### src/rtl/fifo_wr_arbiter.sv
// rtl/fifo_wr_arbiter.sv - round-robin burst write arbiter in front of a single-clock FIFO write port
// Define FIFO_WR_ARB_PRIO_EN to make requester 0 strict high priority with unlimited bursts.
module fifo_wr_arbiter #(
    parameter int NREQ  = 4,
    parameter int DW    = 8,
    parameter int BURST = 4
) (
    input  logic               clk,
    input  logic               rst,
    input  logic [NREQ-1:0]    req_valid,
    input  logic [NREQ*DW-1:0] req_data,
    output logic [NREQ-1:0]    req_ready,
    input  logic               fifo_full,
    input  logic               fifo_full_n,
    output logic               fifo_we,
    output logic [DW-1:0]      fifo_din,
    output logic [NREQ-1:0]    grant,
    output logic               busy
);
    localparam int PW  = $clog2(NREQ);
    localparam int BCW = $clog2(BURST) + 1;

    typedef enum logic {IDLE, GRANT} state_t;

    state_t          state;
    logic [PW-1:0]   rr_ptr;
    logic [PW-1:0]   owner;
    logic [BCW-1:0]  beat_cnt;

    logic            stall;
    logic            accept;
    logic            last_beat;
    logic            bubble;
    logic            release_now;
    logic            found;
    logic [PW-1:0]   sel;
    logic [PW:0]     scan;
    logic [PW-1:0]   next_ptr;
    logic [DW-1:0]   owner_data;

    // A registered write may still be landing when almost-full is seen, so treat that as full.
    assign stall       = fifo_full | (fifo_full_n & fifo_we);
    assign req_ready   = grant & {NREQ{~stall}};
    assign accept      = |(req_valid & req_ready);
    assign busy        = (state == GRANT);
    assign bubble      = ~req_valid[owner] & ~stall;
    assign next_ptr    = (owner == PW'(NREQ - 1)) ? '0 : owner + 1'b1;

`ifdef FIFO_WR_ARB_PRIO_EN
    assign last_beat   = (beat_cnt == BCW'(BURST - 1)) && (owner != '0);
`else
    assign last_beat   = (beat_cnt == BCW'(BURST - 1));
`endif
    assign release_now = (accept & last_beat) | bubble;

    always_comb begin
        sel   = '0;
        found = 1'b0;
        scan  = '0;
        for (int i = 0; i < NREQ; i++) begin
            scan = {1'b0, rr_ptr} + (PW + 1)'(i);
            if (scan >= (PW + 1)'(NREQ))
                scan = scan - (PW + 1)'(NREQ);
            if (!found && req_valid[scan[PW-1:0]]) begin
                sel   = scan[PW-1:0];
                found = 1'b1;
            end
        end
`ifdef FIFO_WR_ARB_PRIO_EN
        if (req_valid[0])
            sel = '0;
`endif
    end

    always_comb begin
        owner_data = '0;
        for (int i = 0; i < NREQ; i++)
            if (owner == PW'(i))
                owner_data = req_data[i*DW +: DW];
    end

    always_ff @(posedge clk or posedge rst) begin
        if (rst) begin
            state    <= IDLE;
            grant    <= '0;
            rr_ptr   <= '0;
            owner    <= '0;
            beat_cnt <= '0;
            fifo_we  <= 1'b0;
            fifo_din <= '0;
        end else if (state == IDLE) begin
            fifo_we <= 1'b0;
            if (found && !fifo_full) begin
                grant    <= NREQ'(1) << sel;
                owner    <= sel;
                beat_cnt <= '0;
                state    <= GRANT;
            end
        end else begin
            fifo_we <= accept;
            if (accept) begin
                fifo_din <= owner_data;
                beat_cnt <= beat_cnt + 1'b1;
            end
            if (release_now) begin
                state <= IDLE;
                grant <= '0;
`ifdef FIFO_WR_ARB_PRIO_EN
                if (owner != '0)
                    rr_ptr <= next_ptr;
`else
                rr_ptr <= next_ptr;
`endif
            end
        end
    end
endmodule

### config.mk
export PLATFORM = sky130hd
export DESIGN_NAME = fifo_wr_arbiter
export DESIGN_NICKNAME = d
export VERILOG_FILES = /design/src/rtl/fifo_wr_arbiter.sv
export SDC_FILE = /design/constraint.sdc
export NUM_CORES = 1
export LEC_CHECK = 0
export ABC_AREA = 1
export CAP_MARGIN = 20
export CORE_ASPECT_RATIO = 1.75
export CORE_UTILIZATION = 35
export CTS_CLUSTER_SIZE = 28
export DETAILED_ROUTE_END_ITERATION = 16
export PLACE_DENSITY = 0.73
export SYNTH_ARGS = -nofsm -noshare
export SYNTH_HDL_FRONTEND = slang
export SYNTH_SLANG_ARGS = --single-unit
### constraint.sdc
create_clock -name clk -period 3 [get_ports clk]
set_clock_uncertainty 0.05 [all_clocks]
set_input_delay 0.3 -clock clk [delete_from_list [all_inputs] [get_ports clk]]
set_output_delay 0.3 -clock clk [all_outputs]
set_load 0.03 [all_outputs]
After elaboration in Yosys (flattened, before gate mapping)
Cells that the tools add are included.

operators by class
  shift-type cells = 1
  multiplexer cells = 37
  add/subtract/negate cells = 9
  reductions and logical operators = 16
  bitwise gates (word level) = 10
  eq/ne operators = 6
  $lt $le $gt $ge = 9

operators by type and width
  cell                   number
  $mux W8                4
  $mux W2                9
  $lt A2 B3 Y1 const B   5
  $mux W1                13
  $mux W4                3
  $bmux W1 S2            5
  $reduce_and A2 Y1      5
  $ge A3 B3 Y1 const B   3
  $mux W3                3
  $and A4 B4 Y4          2
  $sub A2 B1 Y2 const B  4
  $add A2 B2 Y3 const B  2
  $eq A2 B2 Y1 const B   2
  $logic_and A1 B1 Y1    4
  $logic_not A1 Y1       4
  $ne A2 B1 Y1 const B   2
  $reduce_or A4 Y1       1
  $shl A1 B2 Y4 const A  1
  $add A2 B1 Y3 const B  1
  $add A3 B1 Y3 const B  1
  $and A1 B1 Y1          3
  $eq A3 B2 Y1 const B   1
  $ge A2 B3 Y1 const B   1
  $not A1 Y1             3
  other kinds (5)        6

word-level totals
  register bits = 21
  input port bits = 40
  logic and storage cells = 95
  output and inout bits = 18

Logic depth before layout (Yosys ltp)
Gate-level depths: netlist of the first run.

  word-level depth = 17
  mapped depth = 12
  gate-level depth less buffers = 12

Worst setup path before layout of the first run
No wires, ideal clock.

  kind = reg2reg
  start = register owner[1]
  end = register fifo_din[0]
  arrival time = 1.525 ns
  library setup time = 0.082 ns
  required time = 2.868 ns
  setup slack = 1.343 ns
  buffers on the path = 1
  clock period less this slack = 1.657 ns
  cell stages (with the launch flop) = 9
  path through = dfrtp_1 -> inv_1 -> ha_1 -> buf_2 -> nor2_1 -> a22oi_1 -> o21ai_0 -> nand2_1 -> a31oi_1

between the ends
  cells in the longest elaborated chain, start to end = 5
  elaborated cells on any way between the ends = 8
  those cells by class = 3 x eq/ne; 4 x mux; 1 x reduce/logical

ends and longest elaborated chain
  element                   line  text
  start: declaration        27    logic [PW-1:0] owner;
  start signal: assignment  95    owner <= sel;
  $logic_not A2 Y1          78    if (owner == PW'(i))
  $mux W8 (3 in a row)      78
  $mux W8 (*)               78
  end signal: assignment    102   fifo_din <= owner_data;
  end: declaration          16    output logic [DW-1:0] fifo_din,

Mark *: on every way between the ends. The rest lies on a longest branch, timed or not.
A chain may end at the register's enable or synchronous reset.

Final worst setup path of the first run
  start = input fifo_full_n
  end = output req_ready[3]

between the ends
  cells in the longest elaborated chain, start to end = 4

ends and longest elaborated chain
  element             line  text
  start: declaration  14    input logic fifo_full_n,
  $and A1 B1 Y1       42    assign stall = fifo_full | (fifo_full_n & fifo_we);
  $or A1 B1 Y1        42
  $not A1 Y1          43    assign req_ready = grant & {NREQ{~stall}};
  $and A4 B4 Y4       43
  end: declaration    12    output logic [NREQ-1:0] req_ready,

Every way passes these cells.

==> results by group, run 1 <==
STA
  – Max-slew headroom: 46.6%
  – Setup_tns: 0 ps
  – Worst setup margin: 765 ps
  – Final slew viol count: 0
  – Setup Viol. Count Final: 0
  – Final Hold Fails: 0
  – Max Fclk: 448 MHz
  – Worst slew pin tran: 801 ps
  – Period minus WS final: 2230 ps
  – Fin crit share: 74.5%
  – Setup repair after global routing missed its margin: no

Floorplan
  – I/O pin count: 58
  – Die span in x: 51.4 microns
  – Die Area: 0.00454 sq mm
  – Initial Utilization: 36.3%
  – Die H: 88.4 microns
  – Rows: 31
  – Area of the core: 0.00411 sq mm

GRT
  – Total grt overflow: 0
  – Largest net degree at the start of global routing: 22
  – First-pass GRT wire length: 6.67 mm
  – Initial antenna violation count: 0
  – Gr usage total: 19.3%
  – Vias in the first global route: 1,626

Outcome
  – Status: finished, final reports clean

Place
  – Dpl cells: 325
  – DP Wirelength: 3.07 mm
  – DP Worst Slack: 744 ps
  – IO Port Bufs: 57
  – GPL Wtd Cong: 0.833

Detailed routing
  – Wirelength, routed: 3.74 mm
  – DRT iter0 DRCs: 31
  – Vias per inst: 4.83
  – Drt drc: 0
  – Pre-Repair DR Iteration Count: 4
  – Average wire per standard cell: 11.4 microns
  – Vias: 1,589
  – Post-DRT Antenna Nets: 0

Logic synthesis
  – Synth unique cells: 23
  – Post-synth EDFFs: 0
  – Ys async rst share: 100%
  – Register area share after synthesis: 35.2%
  – Avg Cell Area, Syn: 6.63 sq um
  – Synth Net Count: 271
  – Post-Synthesis Cell Area: 0.00149 sq mm
  – Most used flip-flop cell after synthesis: dfrtp_1
  – Mapped Cells: 225
  – Yosys reg bits: 21
  – Warnings from Yosys: 0

Setup path
  – Req. time, crit path: 2650 ps
  – Slowest CP cell: clkdlybuf4s50_1
  – Critical path class: input pin to output pin
  – Worst path max stage delay: 670 ps
  – Worst Path Buf+Inv: 3
  – CP Capture Type: output pin
  – CP top delay family: buffers and inverters
  – CP max FO: 6
  – Cell repeated most along the worst path: clkdlybuf4s50_1
  – Crit path DAT: 1880 ps
  – CP Cell Sequence: clkdlybuf4s50_1 > a21oi_2 > inv_1 > nor2_1 > clkdlybuf4s50_1
  – Crit path launch type: input pin

Clocking
  – Clock transition at the registers of the reported paths: 80 ps
  – H-Tree Depth: 1
  – Hold buffers post-CTS: 0
  – Setup Fix Bufs, Post-CTS: 0
  – CTS resizes: 0
  – Sinks on Clock Net: 21
  – Total CTS buffers: 3
  – Latest clock arrival within the worst-skew pair: 270 ps
  – CTS tree: done
  – Deepest clock path buffer count: 2
  – CTS root buf: clkbuf_8

Power and ir drop
  – Net switching power: 0.960 mW
  – Total power: 1.92 mW
  – Seq pwr share: 27.0%
  – VDD IR max: 0.000464 V
  – Sw frac: 49.9%
  – Int Pwr: 0.963 mW
  – Leakage: 1.02 nW
  – Logic gate share of total power: 63.0%
  – Power Dens Cells: 903 mW/mm^2
  – Clk pwr share: 10.0%

Layout
  – Most frequent cells in the layout: 85 x nand2_1, 57 x clkdlybuf4s50_1, 25 x inv_1
  – Area Overhead vs Synth: 42.6%
  – Commonest non-fill, non-tap cell in the layout: nand2_1
  – Non-Filler Instances: 329
  – Fillers: 405
  – # nets final: 327
  – ANT cells: 0
  – Ratio of cells with drive above 1 in the final layout: 3.93%

Min path
  – Worst min path class: input pin to asynchronous set/reset pin

Flow run
  – Max-cap violations: 0
==> cells in the mapped netlist, types with 2 or more instances <==
cell,count,area share [%]
a21oi_1,3,1.0
a22oi_1,8,4.0
a31oi_1,8,3.4
buf_6,2,1.5
clkbuf_1,2,0.50
dfrtp_1,21,35
ha_1,6,5.0
inv_1,25,6.3
inv_2,2,0.50
nand2_1,85,21
nand3_1,17,5.7
nand3_2,2,1.3
nor2_1,17,4.3
o21ai_0,18,6.0
==> per-layer routing <==
layer | track usage, % | vias to the layer above | wire [microns]
li1 | - | 834 | -
met1 | 19.3 | 697 | 1430
met2 | 36.4 | 51 | 2050
met3 | 3.09 | 7 | 164
met4 | 10.8 | 0 | 97
met5 | 0 | - | 0
==> power by group through the flow <==
stage	Combinational, mW	Clock [mW]	Sequential [mW]
final	1.21	0.192	0.518
after global routing	1.37	0.211	0.539
after CTS	1.22	0.195	0.519
after detailed placement	1.22	0	0.525
after global placement	1.20	0	0.521
after floorplan	0.706	0	0.656
==> metrics by stage <==
| step | hold WS (ps) | area (sq um) | util (%) |
|---|---|---|---|
| detailed placement | 446 | 2080 | 50.6 |
| floorplan | 227 | 1490 | - |
| CTS | 464 | 2130 | 51.8 |
| global route | 504 | 2130 | 51.8 |
| finish | 430 | 2130 | 51.8 |
| global placement | 441 | 2080 | 50.6 |
==> worst paths after layout <==
| check | slack [ps] | depth (start not counted) | start | endpoint |
|---|---|---|---|---|
| hold / removal | 430 | 2 | rst | fifo_din[3] |
| setup reg to reg | 990 | 7 | owner[1] | fifo_din[7] |
| max in group asynchronous | 1970 | 2 | rst | grant[3] |
| min in group clk | 460 | 1 | beat_cnt[0] | beat_cnt[0] |
| setup / recovery | 770 | 5 | fifo_full_n | req_ready[3] |
| hold reg to reg | 460 | 1 | beat_cnt[0] | beat_cnt[0] |
==> layout make-up <==
type	instances	area (sq um)	share of cell area [%]
inverters	28	105	4.94
multi-input cells	170	820	38.5
well taps	49	61.3	2.88
repair buffers	57	571	26.8
clock inverters	1	5.00	0.235
flip-flops and latches	21	526	24.7
clock buffers	3	41.3	1.94
==> logic make-up after synthesis <==
family / share of synthesized area [%]
flip-flops: 35.2
adder cells (fa/ha/maj): 5.03
buffers and inverters: 9.89
AO/OA/AOI/OAI: 15.5
AND/OR/NAND/NOR: 34.4
==> state kept, by name, summed over array words and instances (netlist names) <==
signal,flops
beat_cnt,3
busy,1
fifo_we,1
fifo_din,8
rr_ptr,2
owner,2
grant,4
Note: power is estimated with default switching activity, not from simulation.
==> inputs of run 2 (changes only) <==
==> constraint.sdc (replaced) <==
create_clock -name clk -period 2.34 [get_ports clk]
set_clock_uncertainty 0.05 [all_clocks]
set_input_delay 0.234 -clock clk [delete_from_list [all_inputs] [get_ports clk]]
set_output_delay 0.234 -clock clk [all_outputs]
set_load 0.03 [all_outputs]
==> run 2 against run 1 <==
Net effect: core utilization rose by 0.52 points; worst hold slack got worse by 170 ps; clock power rose by 21%; cell count rose by 0.91%; sequential cell count did not move; combinational power rose by 31%; count of clock-buffer cells in the layout rose by 1; highest routed layer unchanged; die area did not move.
==> results by group, run 2 (synthesis results as in run 1) <==
Clocking
  – Setup Fix Bufs, Post-CTS: 0
  – Latest clock arrival within the worst-skew pair: 250 ps
  – H-Tree Depth: 1
  – Sinks on Clock Net: 21
  – Clock transition at the registers of the reported paths: 70 ps
  – CTS tree: done
  – Deepest clock path buffer count: 2
  – Hold buffers post-CTS: 0
  – CTS resizes: 0
  – CTS root buf: clkbuf_8
  – Total CTS buffers: 3

STA
  – Setup Viol. Count Final: 0
  – Max-slew headroom: 70.1%
  – Worst slew pin tran: 449 ps
  – Fin crit share: 85.6%
  – Setup repair after global routing missed its margin: no
  – Period minus WS final: 2000 ps
  – Final Hold Fails: 0
  – Final slew viol count: 0
  – Max Fclk: 499 MHz
  – Worst setup margin: 336 ps
  – Setup_tns: 0 ps

Layout
  – # nets final: 330
  – Flip-flop count of the largest register after layout: 8
  – Commonest non-fill, non-tap cell in the layout: nand2_1
  – Non-Filler Instances: 332
  – Top flop regs: fifo_din x8, grant x4, beat_cnt x3
  – Final Core Density: 52.3%
  – Most flops, register: fifo_din
  – ANT cells: 0
  – Design Area, Final: 0.00215 sq mm
  – Ratio of cells with drive above 1 in the final layout: 4.59%
  – Most frequent cells in the layout: 85 x nand2_1, 57 x clkdlybuf4s50_1, 25 x inv_1
  – Area Overhead vs Synth: 44.0%

Detailed routing
  – Drt drc: 0
  – Average wire per standard cell: 11.9 microns
  – Post-DRT Antenna Nets: 0
  – DRT iter0 DRCs: 30
  – Vias: 1,610
  – Vias per inst: 4.85
  – Pre-Repair DR Iteration Count: 4
  – Wirelength, routed: 3.94 mm

Place
  – DP Wirelength: 3.22 mm
  – DP Worst Slack: 262 ps
  – Placed Area: 0.00210 sq mm
  – Dpl cells: 328
  – GPL Wtd Cong: 0.870
  – IO Port Bufs: 57

Floorplan
  – Rows: 31
  – Initial Utilization: 36.3%
  – I/O pin count: 58
  – Die Area: 0.00454 sq mm
  – Die span in x: 51.4 microns
  – Area of the core: 0.00411 sq mm
  – Die H: 88.4 microns

Setup path
  – Critical Path End: grant[0]
  – Worst Path Buf+Inv: 2
  – Slowest CP cell: dfrtp_1
  – CP Cell Sequence: inv_1 > nand2_1 > nand2_1 > nand2_1 > nand2_1 > nor2_2 > nand3_2 > nand3_2 > inv_1 > nand3_1 > nand2_1
  – CP top delay family: simple AND/OR/NAND/NOR gates
  – Crit path DAT: 2100 ps
  – Crit path launch: rr_ptr[0]
  – Critical path class: flop to flop
  – CP max FO: 12
  – Cell repeated most along the worst path: nand2_1
  – Flop-to-flop setup slack: 340 ps
  – Req. time, crit path: 2430 ps
  – Worst flop-to-flop path startpoint: rr_ptr[0]
  – CP Capture Type: flop
  – Critical Path Stages: 11
  – Crit path launch type: flop
  – FF-to-FF path depth: 11
  – R2r endpoint: grant[0]
  – Worst path max stage delay: 570 ps

GRT
  – Total grt overflow: 0
  – Largest net degree at the start of global routing: 22
  – First-pass GRT wire length: 6.95 mm
  – Initial antenna violation count: 0
  – Vias in the first global route: 1,690
  – Gr usage total: 19.9%

Power and ir drop
  – Leakage: 1.03 nW
  – VDD IR max: 0.000606 V
  – Power Dens Cells: 1160 mW/mm^2

Min path
  – Worst min path class: input pin to asynchronous set/reset pin

Flow run
  – Max-cap violations: 0

Outcome
  – Status: finished, final reports clean
==> run 2: changes by cell type in the layout (fill, tap and decap cells not counted) <==
| cell | delta |
|---|---|
| buf_4 | +3 |
| clkbuf_1 | +1 |
| clkinv_2 | -1 |
==> run 2: worst min-delay path by stage <==
stage / from / to / slack (ps) / cells after the start
after global placement: beat_cnt[1] / beat_cnt[1] / 440 / 2
final: rst / fifo_din[4] / 260 / 3
after floorplan: rst / beat_cnt[0] / 160 / 1
after detailed placement: beat_cnt[0] / beat_cnt[0] / 450 / 1
after CTS: rst / fifo_din[4] / 270 / 3
after global routing: rst / beat_cnt[1] / 300 / 3
==> run 2: per-stage QoR <==
step	power [mW]	hold WS, ps
floorplan	1.75	161
CTS	2.52	268
finish	2.50	256
detailed placement	2.28	447
global route	2.77	295
global placement	2.25	441
==> run 2: power breakdown <==
group / internal, mW / switching, mW
Clock: 0.121 / 0.111
Sequential: 0.518 / 0.161
Combinational: 0.616 / 0.976
Total: 1.26 / 1.25
==> run 2: cell type report <==
| class | instances | area, sq um |
|---|---|---|
| fillers | 431 | 1960 |
| multi-input cells | 170 | 820 |
| repair buffers | 60 | 593 |
| flip-flops and latches | 21 | 526 |
| inverters | 28 | 105 |
| well taps | 49 | 61.3 |
| clock buffers | 4 | 45.0 |
==> run 2: worst reg2reg max path, cell delays in order (launching register included) <==
cell,delay (ps)
dfrtp_1,570
inv_1,230
nand2_1,100
nand2_1,100
nand2_1,110
nand2_1,60
nor2_2,110
nand3_2,100
nand3_2,180
inv_1,110
nand3_1,100
nand2_1,60
==> run 2: routing by layer <==
metal | GRT usage [%] | wire length [microns] | vias up
met2 | 39.8 | 2210 | 58
met3 | 3.26 | 197 | 6
met4 | 6.88 | 65 | 0
li1 | - | - | 837
met5 | 0 | 0 | -
met1 | 19.7 | 1470 | 709
==> inputs of run 3 (changes only) <==
--- a/config.mk
+++ b/config.mk
@@ -8,6 +8,7 @@
 export ABC_AREA = 1
 export CAP_MARGIN = 20
 export CORE_ASPECT_RATIO = 1.75
+export CORE_MARGIN = 3
 export CORE_UTILIZATION = 35
 export CTS_CLUSTER_SIZE = 28
 export DETAILED_ROUTE_END_ITERATION = 16
==> run 3 against run 2 <==
Net effect: non-clock buffer count shrank 1; clock power is essentially flat; combinational power is essentially flat; first-iteration DRC count grew 60%; largest power group unchanged; fmax grew 0.66%; critical path type unchanged; core utilization grew 1.6 points; sequential cell count is the same; cell area shrank 0.35%; total power shrank 0.29%.
==> results by group, run 3 (synthesis results as in run 1) <==
Outcome
  – Status: finished, final reports clean

STA
  – Fin crit share: 85.1%
  – Final slew viol count: 0
  – Worst slew pin tran: 792 ps
  – Max Fclk: 502 MHz
  – Setup repair after global routing missed its margin: no
  – Setup Viol. Count Final: 0
  – Setup_tns: 0 ps
  – Final Hold Fails: 0
  – Max-slew headroom: 47.1%
  – Period minus WS final: 1990 ps

GRT
  – Total grt overflow: 0
  – M2 GR Usage: 30.9%
  – Largest net degree at the start of global routing: 22
  – Met3 Usage GRT: 2.65%
  – Grt met1 use: 16.9%
  – GR peak layer: met2
  – Vias in the first global route: 1,662
  – First-pass GRT wire length: 6.93 mm
  – Gr usage total: 16.5%
  – Initial antenna violation count: 0

Detailed routing
  – Wirelength, routed: 3.89 mm
  – Pre-Repair DR Iteration Count: 6
  – Post-DRT Antenna Nets: 0
  – DRT iter0 DRCs: 48
  – Vias per inst: 4.90
  – Vias: 1,616
  – Average wire per standard cell: 11.8 microns
  – Drt drc: 0

Place
  – IO Port Bufs: 57
  – Dpl cells: 326
  – GPL Wtd Cong: 0.914
  – DP Wirelength: 3.17 mm

Layout
  – Most frequent cells in the layout: 85 x nand2_1, 57 x clkdlybuf4s50_1, 25 x inv_1
  – ANT cells: 0
  – Top flop regs: fifo_din x8, grant x4, beat_cnt x3
  – Fillers: 409
  – # nets final: 329
  – Non-Filler Instances: 330
  – Final Core Density: 53.8%
  – Reg area: 526 sq um
  – Multi-input gate area: 820 sq um
  – Ratio of cells with drive above 1 in the final layout: 4.61%
  – Flip-flop count of the largest register after layout: 8
  – Commonest non-fill, non-tap cell in the layout: nand2_1
  – Most flops, register: fifo_din
  – Area Overhead vs Synth: 43.5%

Clocking
  – Deepest clock path buffer count: 2
  – Hold buffers post-CTS: 0
  – Sinks on Clock Net: 21
  – Clock transition at the registers of the reported paths: 80 ps
  – Setup Fix Bufs, Post-CTS: 0
  – H-Tree Depth: 1
  – Latest clock arrival within the worst-skew pair: 260 ps
  – Total CTS buffers: 3
  – CTS tree: done
  – CTS resizes: 0
  – CTS root buf: clkbuf_8

Setup path
  – Critical path class: flop to flop
  – Critical Path End: owner[0]
  – FF-to-FF path depth: 11
  – CP max FO: 12
  – Crit path launch type: flop
  – R2r endpoint: owner[0]
  – Crit path DAT: 2080 ps
  – CP Capture Type: flop
  – Slowest CP cell: dfrtp_1
  – Crit path launch: rr_ptr[0]
  – Worst flop-to-flop path startpoint: rr_ptr[0]
  – Req. time, crit path: 2430 ps
  – Flop-to-flop setup slack: 350 ps
  – CP Cell Sequence: inv_1 > nand2_1 > nand2_1 > nand2_1 > nand2_1 > nor2_2 > nand3_2 > nand3_2 > inv_1 > nand2_1 > o21ai_0
  – Worst path max stage delay: 570 ps
  – Cell repeated most along the worst path: nand2_1

Floorplan
  – Die Area: 0.00512 sq mm
  – Die H: 92.4 microns
  – Die span in x: 55.4 microns
  – Rows: 30
  – Initial Utilization: 37.5%
  – Area of the core: 0.00398 sq mm
  – I/O pin count: 58

Flow run
  – Max-cap violations: 0

Power and ir drop
  – Leakage: 1.03 nW
  – VDD IR max: 0.000554 V
  – Power Dens Cells: 1170 mW/mm^2

Min path
  – Worst min path class: input pin to asynchronous set/reset pin
## run 3: changes by cell type in the layout (fill, tap and decap cells not counted), sizes merged
cell | before | now
buf | 3 | 2
clkinv | 1 | 2
clkbuf | 4 | 3
## run 3: worst min path at each step
stage | slack [ps] | startpoint | to | cells past startpoint
2_1_floorplan | 160 | rst | beat_cnt[0] | 1
3_3_place_gp | 440 | beat_cnt[1] | beat_cnt[1] | 2
3_5_place_dp | 450 | beat_cnt[1] | beat_cnt[1] | 2
4_1_cts | 400 | rst | fifo_we | 2
5_1_grt | 480 | rst | fifo_we | 2
6_report | 360 | rst | fifo_we | 2
## run 3: through the flow
step | power (mW) | hold WS [ps] | setup slack (ps) | cell area [sq um]
global placement | 2.26 | 439 | 343 | 2100
CTS | 2.51 | 403 | 348 | 2140
detailed placement | 2.26 | 450 | 301 | 2100
global route | 2.74 | 478 | 72.5 | 2140
floorplan | 1.75 | 161 | 683 | 1490
finish | 2.50 | 365 | 349 | 2140
## run 3: worst max-delay path: cells and delay by family, from the launching register on
kind                   cells  cell delay [ps]
AO/OA/AOI/OAI              1               70
buffers and inverters      2              340
AND/OR/NAND/NOR            8              850
flip-flops                 1              570
## run 3: layer usage
metal  routed length, microns  vias to the layer above  share of wire [%]
li1                         -                      838                  -
met1                     1480                      694                 38
met2                     2040                       70                 52
met3                      237                       14                6.1
met4                      137                        0                3.5
met5                        0                        -                  0
## run 3: area by class of cell
class | count | area share, %
clock inverters | 1 | 0.234
flip-flops and latches | 21 | 24.5
repair buffers | 59 | 27.3
multi-input cells | 170 | 38.3
clock buffers | 3 | 1.93
well taps | 48 | 2.80
inverters | 28 | 4.91
## run 3: power by group
part	total (mW)	switching [mW]	internal [mW]
logic	1.58	0.969	0.614
clock network	0.234	0.115	0.119
registers	0.679	0.160	0.518
